==> config.mk <==
export PLATFORM = sky130hd
export DESIGN_NAME = regfile_mp_sb
export DESIGN_NICKNAME = d
export VERILOG_FILES = /design/src/rtl/regfile_pkg.sv /design/src/rtl/reg_pending_table.sv /design/src/rtl/regfile_mp_sb.sv
export SDC_FILE = /design/constraint.sdc
export NUM_CORES = 2
export LEC_CHECK = 0
export BUFFER_PORTS_ARGS = -buffer_cell sky130_fd_sc_hd__buf_2
export CAP_MARGIN = 20
export CELL_PAD_IN_SITES_DETAIL_PLACEMENT = 1
export CELL_PAD_IN_SITES_GLOBAL_PLACEMENT = 1
export CORE_MARGIN = 4
export CORE_UTILIZATION = 40
export DETAILED_ROUTE_END_ITERATION = 7
export GPL_TIMING_DRIVEN = 1
export MAX_ROUTING_LAYER = met4
export PLACE_DENSITY = 0.67
export SLEW_MARGIN = 20
export SYNTH_ARGS = -nofsm -noshare
export SYNTH_HDL_FRONTEND = slang
export SYNTH_SLANG_ARGS = --single-unit
==> constraint.sdc <==
create_clock -name clk -period 2.6 [get_ports clk]
set_input_delay 0.13 -clock clk [delete_from_list [all_inputs] [get_ports clk]]
set_output_delay 0.13 -clock clk [all_outputs]
set_load 0.01 [all_outputs]
==> src/rtl/regfile_pkg.sv <==
// Shared widths and types for the multi-port register file.
package regfile_pkg;

    localparam int XLEN  = 32;
    localparam int NREGS = 32;
    localparam int AW    = $clog2(NREGS);

    typedef logic [AW-1:0]   reg_addr_t;
    typedef logic [XLEN-1:0] xword_t;

endpackage

==> src/rtl/reg_pending_table.sv <==
// Scoreboard of registers owned by in-flight multi-cycle producers.
// A bit is set when a producer is issued against the register and
// cleared when any write to that register lands.
module reg_pending_table
    import regfile_pkg::*;
#(
    parameter int NUM_WR   = 2,
    parameter bit ZERO_REG = 1'b1
) (
    input  logic                   clk,
    input  logic                   rst_n,
    input  logic [NUM_WR-1:0]      wr_en,
    input  reg_addr_t [NUM_WR-1:0] wr_addr,
    input  logic                   claim_en,
    input  reg_addr_t              claim_addr,
    input  logic                   flush,
    output logic [NREGS-1:0]       pend_vec
);

    logic [NREGS-1:0] pend_nxt;

    // Next pending state: flush first, then write-back clears, then the
    // claim, so a new producer supersedes a write in the same cycle.
    always_comb begin
        pend_nxt = flush ? '0 : pend_vec;
        for (int i = 0; i < NUM_WR; i++) begin
            if (wr_en[i]) begin
                pend_nxt[wr_addr[i]] = 1'b0;
            end
        end
        if (claim_en && !(ZERO_REG && claim_addr == '0)) begin
            pend_nxt[claim_addr] = 1'b1;
        end
    end

    // Pending bit register, cleared asynchronously.
    always_ff @(posedge clk or negedge rst_n) begin
        if (!rst_n) begin
            pend_vec <= '0;
        end else begin
            pend_vec <= pend_nxt;
        end
    end

endmodule

==> src/rtl/regfile_mp_sb.sv <==
// Multi-port integer register file with write-first bypass and a
// per-register pending scoreboard for the decode stage.
module regfile_mp_sb
    import regfile_pkg::*;
#(
    parameter int NUM_RD   = 2,
    parameter int NUM_WR   = 2,
    parameter bit ZERO_REG = 1'b1
) (
    input  logic                   clk,
    input  logic                   rst_n,
    input  reg_addr_t [NUM_RD-1:0] rd_addr,
    output xword_t    [NUM_RD-1:0] rd_data,
    output logic      [NUM_RD-1:0] rd_ready,
    input  logic      [NUM_WR-1:0] wr_en,
    input  reg_addr_t [NUM_WR-1:0] wr_addr,
    input  xword_t    [NUM_WR-1:0] wr_data,
    input  logic                   claim_en,
    input  reg_addr_t              claim_addr,
    input  logic                   flush,
    output logic [NREGS-1:0]       pend_vec
);

    xword_t regs [NREGS];

    // Architectural storage; later ports are applied last so the
    // highest port index wins on an address collision.
    always_ff @(posedge clk or negedge rst_n) begin
        if (!rst_n) begin
            for (int k = 0; k < NREGS; k++) begin
                regs[k] <= '0;
            end
        end else begin
            for (int i = 0; i < NUM_WR; i++) begin
                if (wr_en[i] && !(ZERO_REG && wr_addr[i] == '0)) begin
                    regs[wr_addr[i]] <= wr_data[i];
                end
            end
        end
    end

    // Read ports: hardwired zero, then same-cycle bypass, then storage.
    // A matching write in flight also makes the operand ready now.
    always_comb begin
        for (int j = 0; j < NUM_RD; j++) begin
            rd_data[j]  = regs[rd_addr[j]];
            rd_ready[j] = !pend_vec[rd_addr[j]];
            for (int i = 0; i < NUM_WR; i++) begin
                if (wr_en[i] && wr_addr[i] == rd_addr[j]) begin
                    rd_data[j]  = wr_data[i];
                    rd_ready[j] = 1'b1;
                end
            end
            if (ZERO_REG && rd_addr[j] == '0) begin
                rd_data[j]  = '0;
                rd_ready[j] = 1'b1;
            end
        end
    end

    reg_pending_table #(
        .NUM_WR   (NUM_WR),
        .ZERO_REG (ZERO_REG)
    ) u_pend (
        .clk        (clk),
        .rst_n      (rst_n),
        .wr_en      (wr_en),
        .wr_addr    (wr_addr),
        .claim_en   (claim_en),
        .claim_addr (claim_addr),
        .flush      (flush),
        .pend_vec   (pend_vec)
    );

endmodule
======== Word-level counts from Yosys, hierarchy flattened ========
Cells that the tools add are included.
storage, ports and cells
  register bits after elaboration ......... 1,056
  latch bits .............................. 0
  RAM bits ................................ 0
  bits in read-only memories .............. 0
  bits of input ports ..................... 95
  output and inout port bits .............. 98
  logic and storage cells ................. 122
  memories ................................ 0
cells by class
  add/subtract/negate cells ............... 0
  multiply operators ...................... 0
  div/mod/pow operators ................... 0
  $lt $le $gt $ge ......................... 14
  equal/unequal tests ..................... 4
  shifts and indexed selects .............. 0
  muxes and demuxes ....................... 40
  bitwise operators ....................... 9
  reductions and logical operators ........ 22
operator list
  operator            number
  $bwmux 1024         2
  $mux 1024           2
  $mux 32             16
  $bmux 32 s5         2
  $demux 32 s5        2
  $and 32x32->32      2
  $not 32->32         2
  $or 32x32->32       1
  $lt 5x6->1 const B  5
  $logic_not 5->1     5
  $ge 6x6->1 const B  4
  $not 5->6           4
  $eq 5x5->1          4
  $demux 1 s5         3
  $ge 5x1->1 const B  3
  $logic_and 1x1->1   12
  $lt 6x1->1 const B  2
  $mux 1              11
  $bmux 1 s5          2
  $logic_not 1->1     5

======== Longest topological paths before layout ========
  depth after elaboration ................. 11
  mapped depth ............................ 10
  gate-level depth less buffers ........... 5

======== Hierarchy ========
Synthesis repeated with hierarchy kept, for this count alone.
unflattened totals
  cell total of the unflattened synthesis .. 6,396
  area total of the unflattened synthesis .. 66,692.7 sq um
modules (own cells, without submodules)
  module             instances  cells an instance  area an instance (sq um)  sequential area each (sq um)
  regfile_mp_sb      1          6,213              64,932.3                  25,624.6
  reg_pending_table  1          183                1,760.4                   800.8

======== Least setup slack after synthesis ========
Ideal clock, no wire load.
  path kind ............................... input to output
  start point ............................. input port rd_addr[2] (netlist name)
  end point ............................... output port rd_data[21] (netlist name)
  arrival time ............................ 2.056 ns
  setup slack ............................. 0.414 ns
  stages .................................. 8
  path buffers ............................ 3
  path through ............................ buf_2 -> buf_2 -> clkbuf_1 -> mux4_2 -> a22o_1 -> a2111oi_0 -> nor4_1 -> a221o_1
RTL lines
  what             RTL line             source
  start, declared  regfile_mp_sb.sv:12  input reg_addr_t [NUM_RD-1:0] rd_addr,
  end, declared    regfile_mp_sb.sv:13  output xword_t [NUM_RD-1:0] rd_data,

==> impl_metrics.py <==
metrics = {
    "sta": {
        "report.final.setup_viol": 65,
        "setup-tns-final_ns": -24.24,
        "slew-limit-headroom_pct": 24.7,
        "hold_violations": 0,
        "post-route-min-period_ns": 3.17,
        "max_clock_freq_mhz": 315,
        "final_min_period_over_clock_period_pct": 122,
        "final_worst_setup_slack_ns": -0.572,
        "timing_worst_slew_pin_value_ns": 1.13,
        "timing_max_transition_violations_final": 0,
        "rsz0062_at_grt": "true",
        "clock-skew-final_ns": 0,
    },
    "worst_setup_path": {
        "critPathMaxFanout": 3,
        "largest_stage_delay_on_the_critical_path_ns": 0.48,
        "crit_chain": "mux4_2 -> a22o_1 -> a2111oi_2 -> buf_4 -> nor4_4 -> a221o_1 -> buf_12 -> buf_6",
        "arrival_ns": 3.04,
        "worst_setup_path_class": "reg -> out",
        "timing.critical_path.slowest_stage_cell": "sky130_fd_sc_hd__mux4_2",
        "worst-endpoint-required_ns": 2.47,
        "endpoint_kind": "output port",
        "setup.worst_path.start_class": "register",
    },
    "status": {
        "violations_in_the_final_reports": "setup timing",
        "run_status": "complete, but fails checks",
    },
    "finish": {
        "drive_gt1_share_pct": 27.0,
        "stdcell_area_um2": 81100,
        "multi_input_comb_area_um2": 38700,
        "commonest_non_fill_non_tap_cell_in_the_layout": "sky130_fd_sc_hd__dfrtp_1",
        "stdcell_count": 8960,
        "filler_cell_count": 17200,
        "regArea_um2": 26400,
        "area_growth_syn_to_layout_pct": 23.1,
        "finish.net_count": 6765,
        "commonest_cells_after_routing_fill_and_taps_aside": "sky130_fd_sc_hd__dfrtp_1, sky130_fd_sc_hd__mux2i_1, sky130_fd_sc_hd__nand2_1, sky130_fd_sc_hd__buf_4, sky130_fd_sc_hd__nor2_1",
    },
    "drt": {
        "route.detailed.drc": 0,
        "finalWirelength_mm": 360,
        "drt-initial-drc-count": 9758,
        "drtAntennaViolNets": 0,
        "via_per_inst": 7.21,
        "detail_route.first_pass.iterations": 6,
        "post_drt_wl_per_cell_um": 40.1,
        "dr_total_vias": 64600,
    },
    "placement": {
        "detail_placement_hpwl_mm": 233,
        "placed_cell_area_um2": 73300,
        "place.gp.congestion": 1.02,
        "place.port_buffers": 192,
        "placedCellCount": 8610,
    },
    "grt": {
        "use_met1_pct": 50.8,
        "grt_pass1_vias": 65500,
        "grt_start_max_net_pins": 125,
        "grt_antenna_before_repair": 28,
        "grtUsageMet3_pct": 14.0,
        "sum_of_overflow_across_all_layers_after_global_routing": 0,
        "all_layer_global_routing_usage_pct": 42.5,
        "grt_first_pass_wirelength_mm": 504,
        "met2_usage_in_global_routing_pct": 59.3,
        "grt.busiest_layer": "met2",
    },
    "cts": {
        "cts_tree": "built",
        "cts_sinks": 1056,
        "clkTransAtPathRegs_ns": 0.06,
        "clock_tree.htree_level_count": 4,
        "clk_latency_ns": 0.79,
        "cts-buffers-inserted": 130,
        "cts_buffer_depth": 3,
        "cts_root_buffer": "sky130_fd_sc_hd__clkbuf_16",
    },
    "die": {
        "starting_density_of_the_core_pct": 40.4,
        "floorplan.die.height_um": 414,
        "design.die.area_um2": 171000,
        "placement_rows": 148,
        "die_width_um": 414,
        "core_area_um2": 163000,
        "num_ports": 193,
    },
    "synthesis": {
        "mappedNetlistArea_um2": 65900,
        "synthCells": 6490,
        "syn_nets": 6585,
        "synth.avg_cell_area_um2": 10.1,
        "netlist.top_cell.by_area": "sky130_fd_sc_hd__dfrtp_1",
        "synth-edff-count": 0,
        "yosysSeqAreaShare_pct": 40.1,
        "synth-main-ff-cell": "sky130_fd_sc_hd__dfrtp_1",
        "warnings_synthesis": 0,
        "async_set_or_reset_register_ratio_after_synthesis_pct": 100,
        "synth.top_cell.area_share_pct": 40.1,
        "yosysUniqueCellTypes": 59,
        "synth_area_leaders": "sky130_fd_sc_hd__dfrtp_1, sky130_fd_sc_hd__mux4_2, sky130_fd_sc_hd__mux2i_1",
        "yosys_register_bits": 1056,
    },
    "pwr": {
        "vdd_drop_max_mv": 0.412,
        "p_leak_nw": 34.3,
        "power-per-cell-area_nw_per_um2": 744,
    },
    "job": {
        "maxCapViolCount": 0,
    },
    "hold_path": {
        "min_path_type": "in -> reg",
    },
}
==> worst paths after layout <==
path / from / to / slack (ns) / depth (start not counted)
hold reg to reg: regs[993]$_DFF_PN0_ / regs[993]$_DFF_PN0_ / 0.40 / 0
setup / recovery: regs[272]$_DFF_PN0_ / rd_data[16] / -0.57 / 8
max in group asynchronous: rst_n / regs[250]$_DFF_PN0_ / 1.57 / 3
setup reg to reg: regs[236]$_DFF_PN0_ / regs[236]$_DFF_PN0_ / 1.19 / 3
hold / removal: wr_en[0] / regs[830]$_DFF_PN0_ / 0.07 / 4
min in group asynchronous: rst_n / regs[261]$_DFF_PN0_ / 0.20 / 3
==> where the power goes <==
group	leakage (nW)	internal [mW]	switching [mW]	total (mW)
logic	19.1	8.52	8.59	17.1
clock network	2.12	11.0	7.99	19.0
registers	13.1	20.5	3.75	24.2
total	34.3	40.0	20.3	60.3
==> Yosys cell counts, types with 9 or more instances <==
master / instances
sky130_fd_sc_hd__buf_6: 15
sky130_fd_sc_hd__a31oi_1: 81
sky130_fd_sc_hd__dfrtp_1: 1056
sky130_fd_sc_hd__o21ai_1: 250
sky130_fd_sc_hd__nand3b_1: 19
sky130_fd_sc_hd__and2_1: 24
sky130_fd_sc_hd__a22oi_1: 232
sky130_fd_sc_hd__a21oi_1: 349
sky130_fd_sc_hd__a221oi_1: 55
sky130_fd_sc_hd__a221o_1: 63
sky130_fd_sc_hd__nor4_1: 32
sky130_fd_sc_hd__nor3_1: 21
sky130_fd_sc_hd__buf_4: 16
sky130_fd_sc_hd__a2111oi_0: 64
sky130_fd_sc_hd__buf_2: 128
sky130_fd_sc_hd__a22o_1: 62
sky130_fd_sc_hd__o21ai_0: 352
sky130_fd_sc_hd__mux2i_1: 788
sky130_fd_sc_hd__nor2_2: 9
sky130_fd_sc_hd__buf_1: 63
sky130_fd_sc_hd__a211oi_1: 62
sky130_fd_sc_hd__nor3b_1: 12
sky130_fd_sc_hd__o22ai_1: 68
sky130_fd_sc_hd__mux4_2: 408
sky130_fd_sc_hd__clkbuf_1: 659
sky130_fd_sc_hd__nor2_1: 453
sky130_fd_sc_hd__mux2_2: 78
sky130_fd_sc_hd__nand2_1: 796
sky130_fd_sc_hd__o221ai_1: 63
sky130_fd_sc_hd__a32oi_1: 105
sky130_fd_sc_hd__xnor2_1: 15
==> area by class of cell <==
type	count	area share [%]
Timing Repair Buffer	930	10.9
Sequential cell	1056	32.6
Antenna cell	22	0.0679
Tap cell	2175	3.36
Inverter	4	0.0185
Clock inverter	36	0.543
Clock buffer	189	4.75
Multi-Input combinational cell	4548	47.8
==> routing by layer <==
metal | up-vias | wire length (um)
met1 | 33400 | 130000
met5 | - | 0
met2 | 5098 | 153000
met4 | 0 | 31900
met3 | 1553 | 45100
li1 | 24600 | -
==> stage by stage <==
| step | setup WS [ns] | power (mW) | util, % | hold WS (ns) |
|---|---|---|---|---|
| 5_1_grt | -0.609 | 62.3 | 49.7 | 0.0365 |
| 3_3_place_gp | -0.968 | 38.2 | 44.9 | 0.376 |
| 6_report | -0.572 | 60.3 | 49.7 | 0.0680 |
| 2_1_floorplan | 0.414 | 32.9 | - | -0.166 |
| 4_1_cts | -0.546 | 59.3 | 49.4 | 0.00608 |
| 3_5_place_dp | -0.661 | 39.1 | 44.9 | 0.384 |
==> repair_timing <==
action | CTS | global route
buffers inserted | 39 | 15
resized for setup | 351 | 61
setup endpoints to repair | 65 | 66
hold buffers | 95 | 0
endpoints found under the hold margin | 1961 | 0
pin swaps | 145 | 62
==> critical path, delay by kind of cell, from the launching register on <==
kind	cells	cell delay, ns
DFF	1	0.41
AOI/OAI and AO/OA	3	0.82
muxes	1	0.48
buffers and inverters	3	0.47
and+or+nand+nor	1	0.05
==> cell families (layout without fill, tap and decap cells) <==
family | count (synthesis) | after routing | synth area share [%]
xor+xnor | 20 | 20 | 0.266
flops | 1056 | 1056 | 40.1
buf+inv | 886 | 1159 | 5.56
mux | 1274 | 1274 | 27.3
simple gates | 1439 | 1439 | 9.09
other cells | 0 | 22 | 0
compound gates | 1815 | 1815 | 17.7
==> state kept, by name, indices dropped and copies added, names as in the netlist <==
name	cells
regs	1024
u_pend.pend_vec	32
No activity file was read; power rests on OpenSTA's default activity.
